===== src/rtl/run_sequencer.sv =====
// run_sequencer: initiator side of the go/done start handshake.
// Debounces an active-low push button. Each accepted press issues RUNS go requests
// to a worker, with a GAP_CYCLES pause between runs. A run is aborted if the worker
// stalls in REQ or in WAIT for TIMEOUT_CYCLES.

module run_sequencer #(
    parameter int unsigned DEBOUNCE_CYCLES = 300000,
    parameter int unsigned RUNS            = 3,
    parameter int unsigned GAP_CYCLES      = 2,
    parameter int unsigned TIMEOUT_CYCLES  = 30000000
) (
    input  logic       clk30,
    input  logic       rst,
    input  logic       button_n,
    input  logic       busy,
    input  logic       done,
    output logic       go,
    output logic       active,
    output logic [7:0] run_count,
    output logic       timeout_err,
    output logic [1:0] state_dbg
);

    localparam int unsigned DbW  = (DEBOUNCE_CYCLES > 1) ? $clog2(DEBOUNCE_CYCLES) : 1;
    localparam int unsigned GapW = (GAP_CYCLES > 1) ? $clog2(GAP_CYCLES) : 1;
    localparam int unsigned ToW  = (TIMEOUT_CYCLES > 1) ? $clog2(TIMEOUT_CYCLES) : 1;
    localparam int unsigned RemW = $clog2(RUNS + 1);

    localparam logic [DbW-1:0]  DbLast  = DbW'(DEBOUNCE_CYCLES - 1);
    localparam logic [GapW-1:0] GapLast = GapW'(GAP_CYCLES - 1);
    localparam logic [ToW-1:0]  ToLast  = ToW'(TIMEOUT_CYCLES - 1);
    localparam logic [RemW-1:0] RemInit = RemW'(RUNS);
    localparam logic [RemW-1:0] RemOne  = RemW'(1);

    typedef enum logic [1:0] {
        st_idle = 2'b00,
        st_req  = 2'b01,
        st_wait = 2'b10,
        st_gap  = 2'b11
    } state_t;

    state_t         state;
    logic           btn_meta, btn_sync, btn_stable;
    logic [DbW-1:0] db_cnt;
    logic           press;
    logic           done_meta, done_sync, done_prev;
    logic           done_rise;
    logic [RemW-1:0] remaining;
    logic [GapW-1:0] gap_cnt;
    logic [ToW-1:0]  timer;

    // Button synchroniser and debouncer; press pulses only on a stable 1->0 transition.
    always_ff @(posedge clk30) begin
        if (rst) begin
            btn_meta   <= 1'b1;
            btn_sync   <= 1'b1;
            btn_stable <= 1'b1;
            db_cnt     <= '0;
            press      <= 1'b0;
        end else begin
            btn_meta <= button_n;
            btn_sync <= btn_meta;
            press    <= 1'b0;
            if (btn_sync == btn_stable) begin
                db_cnt <= '0;
            end else if (db_cnt == DbLast) begin
                btn_stable <= btn_sync;
                db_cnt     <= '0;
                press      <= ~btn_sync;
            end else begin
                db_cnt <= db_cnt + DbW'(1);
            end
        end
    end

    // done synchroniser plus one delayed copy for edge detection.
    always_ff @(posedge clk30) begin
        if (rst) begin
            done_meta <= 1'b0;
            done_sync <= 1'b0;
            done_prev <= 1'b0;
        end else begin
            done_meta <= done;
            done_sync <= done_meta;
            done_prev <= done_sync;
        end
    end

    assign done_rise = done_sync & ~done_prev;

    // Sequencer FSM; go/active are registered alongside every state change.
    always_ff @(posedge clk30) begin
        if (rst) begin
            state       <= st_idle;
            go          <= 1'b0;
            active      <= 1'b0;
            run_count   <= 8'd0;
            timeout_err <= 1'b0;
            remaining   <= '0;
            gap_cnt     <= '0;
            timer       <= '0;
        end else begin
            case (state)
                st_idle: begin
                    if (press) begin
                        state       <= st_req;
                        go          <= 1'b1;
                        active      <= 1'b1;
                        remaining   <= RemInit;
                        run_count   <= 8'd0;
                        timeout_err <= 1'b0;
                        timer       <= '0;
                    end
                end
                st_req: begin
                    // done_rise is deliberately ignored here; only busy moves us on.
                    if (busy) begin
                        state <= st_wait;
                        go    <= 1'b0;
                        timer <= '0;
                    end else if (timer == ToLast) begin
                        state       <= st_idle;
                        go          <= 1'b0;
                        active      <= 1'b0;
                        timeout_err <= 1'b1;
                    end else begin
                        timer <= timer + ToW'(1);
                    end
                end
                st_wait: begin
                    if (done_rise) begin
                        if (run_count != 8'hFF) begin
                            run_count <= run_count + 8'd1;
                        end
                        remaining <= remaining - RemW'(1);
                        if (remaining == RemOne) begin
                            state  <= st_idle;
                            active <= 1'b0;
                        end else begin
                            state   <= st_gap;
                            gap_cnt <= '0;
                        end
                    end else if (timer == ToLast) begin
                        state       <= st_idle;
                        active      <= 1'b0;
                        timeout_err <= 1'b1;
                    end else begin
                        timer <= timer + ToW'(1);
                    end
                end
                st_gap: begin
                    if (gap_cnt == GapLast) begin
                        state <= st_req;
                        go    <= 1'b1;
                        timer <= '0;
                    end else begin
                        gap_cnt <= gap_cnt + GapW'(1);
                    end
                end
                default: begin
                    state  <= st_idle;
                    go     <= 1'b0;
                    active <= 1'b0;
                end
            endcase
        end
    end

    assign state_dbg = state;

endmodule


===== config.mk =====
export PLATFORM = sky130hd
export DESIGN_NAME = run_sequencer
export DESIGN_NICKNAME = d
export VERILOG_FILES = /design/src/rtl/run_sequencer.sv
export SDC_FILE = /design/constraint.sdc
export NUM_CORES = 1
export LEC_CHECK = 0
export ABC_AREA = 1
export BUFFER_PORTS_ARGS = -buffer_cell sky130_fd_sc_hd__buf_2
export CAP_MARGIN = 40
export CELL_PAD_IN_SITES_DETAIL_PLACEMENT = 1
export CELL_PAD_IN_SITES_GLOBAL_PLACEMENT = 2
export CORE_UTILIZATION = 32
export CTS_BUF_LIST = sky130_fd_sc_hd__clkbuf_16
export DETAILED_ROUTE_END_ITERATION = 10
export HOLD_SLACK_MARGIN = 0.05
export PLACE_DENSITY = 0.73
export SETUP_SLACK_MARGIN = 0.4
export SLEW_MARGIN = 5
export SYNTH_ARGS = -nofsm -noshare
export SYNTH_HDL_FRONTEND = slang
export SYNTH_SLANG_ARGS = --single-unit

===== constraint.sdc =====
create_clock -name clk30 -period 1.6 [get_ports clk30]
set_input_delay 0.24 -clock clk30 [delete_from_list [all_inputs] [get_ports clk30]]
set_output_delay 0.24 -clock clk30 [all_outputs]
set_load 0.01 [all_outputs]

Word-level counts from Yosys, hierarchy flattened. Index checks and enable logic that the tools add are counted. W data, S select, Z words.

Latch bits: 0. RAM bits: 0. Memories kept: 0. ROM bits: 0. Bits of input ports: 5. Output and inout bits: 13. Bits in registers: 67. Logic and storage cells: 98.

Reduce and logical (&&, ||, !) cells: 16. Eq/ne operators: 17. Shifts and indexed selects: 0. $mul: 0. Bitwise logic cells: 5. Add/sub/neg operators: 5. Order comparisons: 0. Divide/modulo/power cells: 0. Multiplexer cells: 39.

Operators with widths (number): $mux W25 (5); $pmux W25 S4 (1); $add A25 B1 Y25 const B (1); $eq A25 B25 Y1 const B (1); $mux W8 (3); $add A19 B1 Y19 const B (1); $eq A19 B19 Y1 const B (1); $mux W2 (8); $pmux W8 S2 (1); $reduce_and A4 Y1 (4); $mux W1 (15); $ne A2 B2 Y1 const B (7); $pmux W1 S3 (3); $reduce_and A3 Y1 (3); $add A8 B1 Y8 const B (1); $ne A8 B8 Y1 const B (1); $pmux W2 S4 (1); $ne A3 B3 Y1 const B (2); $reduce_bool A3 Y1 (2); $reduce_or A3 Y1 (2); $eq A2 B1 Y1 const B (2); $eq A2 B2 Y1 const B (2); $not A1 Y1 (4); $pmux W2 S2 (1); other kinds (8) (10).

Depth between registers and ports, before layout. Gate-level depths: netlist of the first run.

Depth after elaboration: 4. Depth in mapped cells: 14. Gate-level depth less buffers: 13.

Least setup slack after synthesis of the first run. Ideal clock, no wire load.

Path type: reg2reg. From: register state[0] (netlist: state_dbg[0]). To: register timer[12]. Buffers on the path: 3. Clock period less this slack: 1766 ps. Cell stages (with the launch flop): 10. Data arrival time: 1652 ps. Setup time: 114 ps. Slack: -166 ps. Cell sequence: dfxtp_1 -> inv_1 -> ha_1 -> buf_4 -> nand2_1 -> nand2_2 -> buf_6 -> o21ai_4 -> buf_6 -> nor2_1.

Longest elaborated chain between the ends: 3. Elaborated cells on any way between the ends: 9. Those cells by class: 6 x eq/ne; 1 x mux; 2 x reduce/logical.

Ends and longest elaborated chain: start, declared (RTL line 42) `state_t state;`; start signal, assigned (RTL line 94) `state <= st_idle;`; start signal, assigned (RTL line 106) `state <= st_req;`; start signal, assigned (RTL line 118) `state <= st_wait;`; $eq A2 B2 Y1 / $logic_not A2 Y1 (equally long branches) (RTL line 103) `case (state)`; $ne A2 B2 Y1 (no source line); $reduce_and A3 Y1 (no source line); end signal, assigned (RTL line 127) `timer <= timer + ToW'(1);`; end signal, assigned (RTL line 148) `timer <= timer + ToW'(1);`; end, declared (RTL line 50) `logic [ToW-1:0] timer;`.

Parallel ways exist; a longest one is shown, timed or not. A chain may end at the register's enable or synchronous reset.

Worst setup path after layout of the first run.
From: register state[0] (netlist: state_dbg[0]). To: register timer[18].

The elaborated chain is that of the path after synthesis.

==> impl_metrics.env, run 1 <==
export IMPL_die_y_um=108.2
export IMPL_synthTopCellsByCount="nand2_1, nor2_1, dfxtp_1"
export IMPL_vias=3648
export IMPL_cts_hold_fix_buffers=0
export IMPL_syn_area_per_cell_um2=7.131
export IMPL_worst_path_max_fanout=7
export IMPL_fin_crit_ns=1.675
export IMPL_yosysWarnings=0
export IMPL_cp_required_ns=1.84
export IMPL_fin_cells=767
export IMPL_start_util_pct=33.00
export IMPL_worst_pin_slew_ns=0.3818
export IMPL_drive_above_1_share_pct=45.61
export IMPL_core_region_area_um2=10940
export IMPL_violations="setup timing"
export IMPL_setup_viol=30
export IMPL_finClkSkew_ns=0.009138
export IMPL_ys_types=41
export IMPL_wl_per_cell_um=14.68
export IMPL_fin_crit_sh_pct=104.7
export IMPL_cellLeakagePower_nw=2.283
export IMPL_clockRootBuffer="clkbuf_16"
export IMPL_endpoint_kind="register"
export IMPL_synthMostInstantiatedCell="nand2_1"
export IMPL_cp_start_kind="register"
export IMPL_p_per_area_nw_per_um2=819.4
export IMPL_synth_top_cell_by_area="dfxtp_1"
export IMPL_synthesis_area_um2=3608
export IMPL_rr_worst_depth=13
export IMPL_antenna_cells=0
export IMPL_cp_startpoint="state_dbg[0]"
export IMPL_cts_buffer_depth=2
export IMPL_track_usage_pct=19.96
export IMPL_synthCells=506
export IMPL_vias_per_cell=4.756
export IMPL_synth_area_top_cells="dfxtp_1, nand2_1, nor2_1, inv_1, nand3_1"
export IMPL_r2r_start="state_dbg[0]"
export IMPL_ir_worst_vdd_uv=505.3
export IMPL_holdWs_ns=0.09645
export IMPL_clk_pin_slew_ns=0.06
export IMPL_die_x_um=108.2
export IMPL_ys_seq_elements=67
export IMPL_antenna_found_initial=0
export IMPL_areaGrowthSynthToFinish_pct=55.03
export IMPL_min_path_type="input port to register"
export IMPL_first_global_vias=3709
export IMPL_relSlewSlack_pct=74.31
export IMPL_drt_pre_antenna_iters=4
export IMPL_cts_htree_levels=3
export IMPL_seq_area_frac_synth_pct=37.17
export IMPL_fin_ws_ns=-0.07462
export IMPL_grt_pass1_wl_um=17840
export IMPL_gp_congestion=0.8007
export IMPL_min_from="done"
export IMPL_die_area_um2=11710
export IMPL_outcome="complete, but fails checks"
export IMPL_dp_final_hpwl_um=7506
export IMPL_synth_nets=520
export IMPL_clk_latency_ns=0.35
export IMPL_grt_overflow=0
export IMPL_hold_viol=0
export IMPL_postRouteAntennaNets=0
export IMPL_criticalPathCategory="register to register"
export IMPL_holdPathStages=3
export IMPL_final_nets=636
export IMPL_portBuffers=17
export IMPL_synth_async_sr_flop_share_pct=0
export IMPL_rsz0062_at_grt="true"
export IMPL_grt_max_degree=19
export IMPL_cts_tree="yes"
export IMPL_synth_top_area_share_pct=37.17
export IMPL_ys_flop_type="dfxtp_1"
export IMPL_cts_inserted_buffers=9
export IMPL_slew_violations=0
export IMPL_worstPathArrival_ns=1.92
export IMPL_place_inst=712
export IMPL_synth_edf_count=0
export IMPL_std_cell_rows=38
export IMPL_drtIter0Drc=144
export IMPL_fmax_mhz=597.2
export IMPL_cts_sinks=67
export IMPL_wl_um=11260
export IMPL_io_pins=18
export IMPL_cap_violations=0
export IMPL_drc=0
## logic make-up after synthesis
logic type / synth area share (%)
compound gates: 8.773
xor+xnor: 4.854
fa+ha+maj: 3.121
buf+inv: 9.327
flops: 37.17
simple gates: 36.75
## cell type report
cell class | instances | area, um^2
Inverter | 67 | 290.3
Clock inverter | 7 | 116.4
Tap cell | 140 | 175.2
Multi-Input combinational cell | 364 | 2437
Timing Repair Buffer | 111 | 943.4
Timing Repair inverter | 2 | 22.52
Clock buffer | 9 | 225.2
Sequential cell | 67 | 1384
Fill cell | 1333 | 5341
## metal layers
layer  up-vias  share of wire [%]  GRT usage, %  wire length [um]
met5         -                  0             0                 0
met4         0                1.8         7.632               198
met3        15                2.3         4.641               259
met2        33                 48         31.71              5451
met1      1736                 48         26.09              5349
li1       1864                  -             -                 -
## path summary, 6_finish.rpt
check	to	slack (ns)
worst min register to register	done_sync	0.41
worst min-delay path	done_meta	0.1
worst max register to register	timer[18]	-0.07
worst max-delay path	timer[18]	-0.07
## cells in the final DEF (no fill, tap or decap), drive strengths merged, types with 8 or more instances in the layout
cell type / synthesis / routed
nand3: 35 / 35
nand4: 14 / 14
o21ai: 17 / 17
clkbuf: 1 / 9
clkinv: 1 / 8
a21oi: 29 / 29
dfxtp: 67 / 67
nand2: 114 / 114
inv: 66 / 65
nor3: 21 / 21
buf: 7 / 111
nor2: 85 / 85
ha: 9 / 9
xor2: 16 / 16
## critical path, cell delays in order, from the launching register on
cell,delay (ns)
dfxtp_4,0.38
inv_6,0.05
ha_4,0.17
inv_4,0.05
nor2_4,0.03
inv_2,0.05
nand2_2,0.05
inv_2,0.08
nand2_4,0.07
buf_12,0.13
o21ai_4,0.24
inv_4,0.12
o21ai_1,0.10
nor2_1,0.05
## stage by stage
step,TNS [ns],utilization [%],area (um^2),worst slack (ns),total power [mW]
after detailed placement,-0.9499,40.03,4378,-0.09443,2.157
after floorplan,0,-,3735,0.02093,1.989
after CTS,-0.6138,46.74,5111,-0.04380,4.552
after global placement,-0.02543,40.03,4378,-0.006017,2.148
final,-1.604,51.16,5594,-0.07462,4.584
after global routing,-4.654,51.16,5594,-0.1688,4.764
## sequential cells by signal (all words and copies together), names as in the netlist
signal / count
active: 1
btn_meta: 1
btn_stable: 1
btn_sync: 1
db_cnt: 19
done_meta: 1
done_prev: 1
done_sync: 1
gap_cnt: 1
go: 1
press: 1
remaining: 2
run_count: 8
state_dbg: 2
timeout_err: 1
timer: 25
## report_power, final
part | total, mW | internal, mW | switching [mW]
Clock | 2.31 | 1.52 | 0.795
Combinational | 0.553 | 0.249 | 0.304
Sequential | 1.72 | 1.69 | 0.0253
## timing repair
action,4_1_cts,5_1_grt
hold endpoints to repair,0,0
pin swaps,22,30
setup buffers,21,16
setup endpoints to repair,64,68
resized for setup,71,98
cloned,1,1
(Power assumes the default switching activity.)
==> run 2, diff against run 1 <==
--- a/config.mk
+++ b/config.mk
@@ -8,13 +8,11 @@
 export ABC_AREA = 1
 export BUFFER_PORTS_ARGS = -buffer_cell sky130_fd_sc_hd__buf_2
 export CAP_MARGIN = 40
-export CELL_PAD_IN_SITES_DETAIL_PLACEMENT = 1
-export CELL_PAD_IN_SITES_GLOBAL_PLACEMENT = 2
-export CORE_UTILIZATION = 32
+export CORE_UTILIZATION = 46
 export CTS_BUF_LIST = sky130_fd_sc_hd__clkbuf_16
 export DETAILED_ROUTE_END_ITERATION = 10
 export HOLD_SLACK_MARGIN = 0.05
-export PLACE_DENSITY = 0.73
+export PLACE_DENSITY = 0.62
 export SETUP_SLACK_MARGIN = 0.4
 export SLEW_MARGIN = 5
 export SYNTH_ARGS = -nofsm -noshare
==> run 2 against run 1 <==
Effect of this change: the run still ends with setup timing left; register-to-register slack worse by 0.03 ns; largest power group unchanged; power fell by 5.9%; flip-flop and latch count did not move; cell area decreased by 0.38%; worst hold slack gained 0.023 ns; via count rose by 2.4%; clock skew grew 0.0030 ns.
==> impl_metrics.env, run 2 (same netlist as run 1, synthesis figures left out) <==
export IMPL_holdWs_ns=0.1193
export IMPL_critPathBufInv=2
export IMPL_final_nets=625
export IMPL_endpoint="timer[18]"
export IMPL_regMostFlops="timer"
export IMPL_crit_family="simple AND/OR/NAND/NOR gates"
export IMPL_first_global_vias=3448
export IMPL_r2r_start="state_dbg[0]"
export IMPL_fin_crit_sh_pct=106.5
export IMPL_die_x_um=90.57
export IMPL_cts_sinks=67
export IMPL_cellLeakagePower_nw=2.257
export IMPL_use_met1_pct=29.39
export IMPL_wl_per_cell_um=14.51
export IMPL_p_per_area_nw_per_um2=773.9
export IMPL_grt_pass1_wl_um=15390
export IMPL_cp_required_ns=1.82
export IMPL_place_inst=648
export IMPL_crit_chain="ha_1 -> nand2_1 -> nand2_4 -> inv_4 -> nand2_8 -> buf_8 -> nor2_8 -> nand3_2 -> o21ai_2 -> nor2_1"
export IMPL_io_pins=18
export IMPL_finClkSkew_ns=0.01217
export IMPL_cap_violations=0
export IMPL_slowest_stage="dfxtp_4"
export IMPL_hold_viol=0
export IMPL_clk_latency_ns=0.33
export IMPL_final_common_cell="nand2_1"
export IMPL_std_cell_rows=31
export IMPL_rsz0062_at_grt="true"
export IMPL_busiest_layer="met2"
export IMPL_postRouteAntennaNets=0
export IMPL_cp_start_kind="register"
export IMPL_clk_pin_slew_ns=0.06
export IMPL_worstPathArrival_ns=1.93
export IMPL_reg_largest_list="timer x25, db_cnt x19, run_count x8"
export IMPL_worst_path_max_fanout=6
export IMPL_use_met2_pct=39.52
export IMPL_cts_hold_fix_buffers=0
export IMPL_drc=0
export IMPL_wl_um=10380
export IMPL_use_met3_pct=4.545
export IMPL_rr_worst_depth=10
export IMPL_grt_max_degree=19
export IMPL_antenna_found_initial=0
export IMPL_cp_startpoint="state_dbg[0]"
export IMPL_grt_overflow=0
export IMPL_cts_inserted_buffers=9
export IMPL_start_util_pct=48.71
export IMPL_cpPeakStageDelay_ns=0.37
export IMPL_drt_pre_antenna_iters=5
export IMPL_ir_worst_vdd_uv=637.8
export IMPL_vias_per_cell=5.222
export IMPL_min_path_type="input port to register"
export IMPL_fin_ws_ns=-0.1038
export IMPL_fin_crit_ns=1.704
export IMPL_largest_reg_flops=25
export IMPL_dp_worst_setup_slack_ns=-0.06744
export IMPL_worst_pin_slew_ns=0.4477
export IMPL_die_y_um=90.57
export IMPL_r2r_end="timer[18]"
export IMPL_setup_viol=28
export IMPL_gp_congestion=0.8592
export IMPL_drive_above_1_share_pct=46.59
export IMPL_cts_htree_levels=3
export IMPL_areaGrowthSynthToFinish_pct=54.44
export IMPL_core_region_area_um2=7408
export IMPL_cts_tree="yes"
export IMPL_endpoint_kind="register"
export IMPL_cp_depth=10
export IMPL_portBuffers=17
export IMPL_cts_buffer_depth=2
export IMPL_reg2reg_slack_ns=-0.10
export IMPL_outcome="complete, but fails checks"
export IMPL_antenna_cells=0
export IMPL_criticalPathCategory="register to register"
export IMPL_die_area_um2=8203
export IMPL_vias=3734
export IMPL_fmax_mhz=586.9
export IMPL_drtIter0Drc=200
export IMPL_relSlewSlack_pct=70.04
export IMPL_violations="setup timing"
export IMPL_slew_violations=0
export IMPL_layout_common_cells="nand2_1, nor2_1, buf_4, inv_1, dfxtp_1"
export IMPL_fin_cells=715
export IMPL_clockRootBuffer="clkbuf_16"
export IMPL_dp_final_hpwl_um=5816
export IMPL_track_usage_pct=23.44
run 2: metal layers:
layer	share of wire (%)	up-vias
met1	43	1763
li1	-	1855
met4	2.3	0
met2	50	95
met3	3.8	21
met5	0	-
run 2: worst reg2reg max path: stages (launching register included):
cell     delay (ns)
dfxtp_4        0.37
ha_1           0.26
nand2_1        0.14
nand2_4        0.08
inv_4          0.08
nand2_8        0.07
buf_8          0.15
nor2_8         0.13
nand3_2        0.11
o21ai_2        0.16
nor2_1         0.05
run 2: area by class of cell:
class	count	area, um^2
timing repair inverter	3	40.04
tap	99	123.9
clock inverter	7	53.80
multi-input combinational	365	2559
inverter	67	310.3
sequential	67	1388
fill	504	1836
timing repair buffer	98	873.3
clock buffer	9	225.2
run 2: repair_timing:
item,4_1_cts,5_1_grt
endpoints found under the hold margin,0,0
pin swaps,40,48
cloned,4,0
gates resized for setup,97,105
setup endpoints to repair,63,65
buffers inserted,24,23
run 2: worst min path at each step:
stage              from  cells past startpoint        end
3_3_place_gp   btn_meta                      1   btn_sync
2_1_floorplan  button_n                      1   btn_meta
4_1_cts        button_n                      2   btn_meta
3_5_place_dp   btn_meta                      1   btn_sync
6_report           done                      3  done_meta
5_1_grt        button_n                      2   btn_meta
run 2: stage by stage:
step | TNS (ns) | util (%) | power (mW) | cell area, um^2
finish | -1.130 | 75.22 | 4.313 | 5573
global route | -3.725 | 75.22 | 4.447 | 5573
CTS | 0 | 67.13 | 4.163 | 4974
detailed placement | -0.2821 | 55.73 | 2.106 | 4129
global placement | -0.03383 | 55.73 | 2.099 | 4129
floorplan | 0 | - | 1.989 | 3735
run 2: report_power, final:
part | internal [mW] | switching, mW
logic | 0.319 | 0.365
clock network | 1.18 | 0.739
registers | 1.69 | 0.0251
==> run 3, diff against run 2 <==
--- a/config.mk
+++ b/config.mk
@@ -13,7 +13,6 @@
 export DETAILED_ROUTE_END_ITERATION = 10
 export HOLD_SLACK_MARGIN = 0.05
 export PLACE_DENSITY = 0.62
-export SETUP_SLACK_MARGIN = 0.4
 export SLEW_MARGIN = 5
 export SYNTH_ARGS = -nofsm -noshare
 export SYNTH_HDL_FRONTEND = slang
==> run 3 against run 2 <==
Effect of this change: the flow now finishes without violations; first-iteration DRC count fell by 35%; die area unchanged; setup slack better by 0.12 ns; sequential power about the same; highest routed layer unchanged; largest cell class unchanged; count of clock-buffer cells in the layout unchanged.
==> impl_metrics.env, run 3 (same netlist as run 1, synthesis figures left out) <==
export IMPL_antenna_cells=0
export IMPL_fin_setup_tns_ns=0
export IMPL_gp_congestion=0.8578
export IMPL_hold_viol=0
export IMPL_grt_max_degree=19
export IMPL_fin_ws_ns=0.01524
export IMPL_cts_htree_levels=3
export IMPL_relSlewSlack_pct=73.55
export IMPL_cap_violations=0
export IMPL_layout_common_cells="nand2_1, nor2_1, dfxtp_1, inv_1, buf_4"
export IMPL_postRouteAntennaNets=0
export IMPL_endpoint_kind="register"
export IMPL_vias=3426
export IMPL_io_pins=18
export IMPL_rsz0062_at_grt="true"
export IMPL_place_inst=656
export IMPL_start_util_pct=48.71
export IMPL_p_switching_uw=950.5
export IMPL_swShare_pct=23.74
export IMPL_cts_tree="yes"
export IMPL_final_common_cell="nand2_1"
export IMPL_holdWs_ns=0.09136
export IMPL_grt_overflow=0
export IMPL_final_nets=594
export IMPL_worstPathArrival_ns=1.81
export IMPL_fmax_mhz=631.0
export IMPL_min_path_type="input port to register"
export IMPL_die_area_um2=8203
export IMPL_drc=0
export IMPL_fin_crit_ns=1.585
export IMPL_die_x_um=90.57
export IMPL_clk_pin_slew_ns=0.05
export IMPL_track_usage_pct=21.11
export IMPL_die_y_um=90.57
export IMPL_setup_viol=0
export IMPL_criticalPathCategory="register to register"
export IMPL_p_comb_share_pct=10.7
export IMPL_antenna_found_initial=0
export IMPL_worst_pin_slew_ns=0.3963
export IMPL_crit_chain="ha_4 -> nand2_4 -> nor2_4 -> buf_6 -> nand3_4 -> clkinv_4 -> nand2_8 -> nor2_8 -> nand3_2 -> o21ai_2 -> nor2_1"
export IMPL_cts_inserted_buffers=9
export IMPL_outcome="finished, final reports clean"
export IMPL_reg_largest_list="timer x25, db_cnt x19, run_count x8"
export IMPL_std_cell_rows=31
export IMPL_internal_power_mw=3.054
export IMPL_slowest_stage="dfxtp_2"
export IMPL_seqPwrFrac_pct=43.0
export IMPL_p_per_area_nw_per_um2=841.0
export IMPL_dp_final_hpwl_um=5715
export IMPL_placed_cell_area_um2=4084
export IMPL_drive_above_1_share_pct=31.97
export IMPL_stdcell_area_um2=4761
export IMPL_drtIter0Drc=131
export IMPL_fin_cells=684
export IMPL_cts_sinks=67
export IMPL_cellLeakagePower_nw=1.929
export IMPL_core_region_area_um2=7408
export IMPL_cts_hold_fix_buffers=0
export IMPL_clockRootBuffer="clkbuf_16"
export IMPL_dp_worst_setup_slack_ns=-0.09579
export IMPL_clk_latency_ns=0.33
export IMPL_areaGrowthSynthToFinish_pct=31.93
export IMPL_cpPeakStageDelay_ns=0.35
export IMPL_regMostFlops="timer"
export IMPL_finClkSkew_ns=0.004752
export IMPL_largest_reg_flops=25
export IMPL_worst_path_max_fanout=6
export IMPL_cp_required_ns=1.83
export IMPL_slew_violations=0
export IMPL_portBuffers=17
export IMPL_first_global_vias=3153
export IMPL_cts_buffer_depth=2
export IMPL_wl_per_cell_um=12.15
export IMPL_wl_um=8309
export IMPL_fin_crit_sh_pct=99.05
export IMPL_pwr_share_clk_pct=46.3
export IMPL_vias_per_cell=5.009
export IMPL_drt_pre_antenna_iters=4
export IMPL_cp_start_kind="register"
export IMPL_ir_worst_vdd_uv=665.6
export IMPL_grt_pass1_wl_um=13990
-- run 3: cell types whose count changed in the layout (fill, tap and decap cells not counted), moves of 7 or more --
cell	before	now
a21oi_1	12	20
o21ai_0	2	10
nor2_4	20	8
buf_6	26	4
dfxtp_2	13	5
a21oi_2	15	8
nand2_1	80	98
nand2_2	22	10
dfxtp_1	46	60
-- run 3: final cells by class --
type,count,area (um^2)
Clock buffer,9,225.2
Clock inverter,7,52.55
Fill cell,650,2648
Inverter,67,279.0
Multi-Input combinational cell,364,2200
Sequential cell,67,1355
Tap cell,99,123.9
Timing Repair Buffer,71,525.5
-- run 3: worst paths after layout --
kind / from / endpoint / slack [ns] / cells past startpoint
hold / removal: button_n / btn_meta / 0.09 / 2
hold reg to reg: done_meta / done_sync / 0.41 / 2
setup reg to reg: timer[0] / timer[18] / 0.02 / 11
setup / recovery: timer[0] / timer[18] / 0.02 / 11
-- run 3: per-stage QoR --
step / power (mW) / utilization [%]
4_1_cts: 3.982 / 60.06
5_1_grt: 4.158 / 64.26
3_5_place_dp: 2.092 / 55.13
6_report: 4.004 / 64.26
3_3_place_gp: 2.090 / 55.13
2_1_floorplan: 1.980 / -
-- run 3: power by group through the flow --
stage	registers (mW)	clock network [mW]	logic, mW
2_1_floorplan	1.76	0	0.225
3_3_place_gp	1.75	0	0.339
3_5_place_dp	1.75	0	0.341
4_1_cts	1.72	1.90	0.367
5_1_grt	1.72	1.96	0.472
6_report	1.72	1.85	0.427
-- run 3: critical path, delay by kind of cell (launching register included) --
family	cells	cell delay, ns
flops	1	0.35
buf+inv	2	0.22
compound gates	1	0.13
simple gates	7	0.64
fa+ha+maj	1	0.15
-- run 3: timing repair --
action	CTS	global route
buffers inserted	4	8
endpoints found under the setup margin	23	48
pin swaps	5	19
resized for setup	15	64
-- run 3: metal layers --
metal / share of wire (%) / global-route usage, %
met1: 49 / 27.81
met2: 47 / 33.21
met3: 3.4 / 5.387
met4: 0.77 / 7.661
met5: 0 / 0
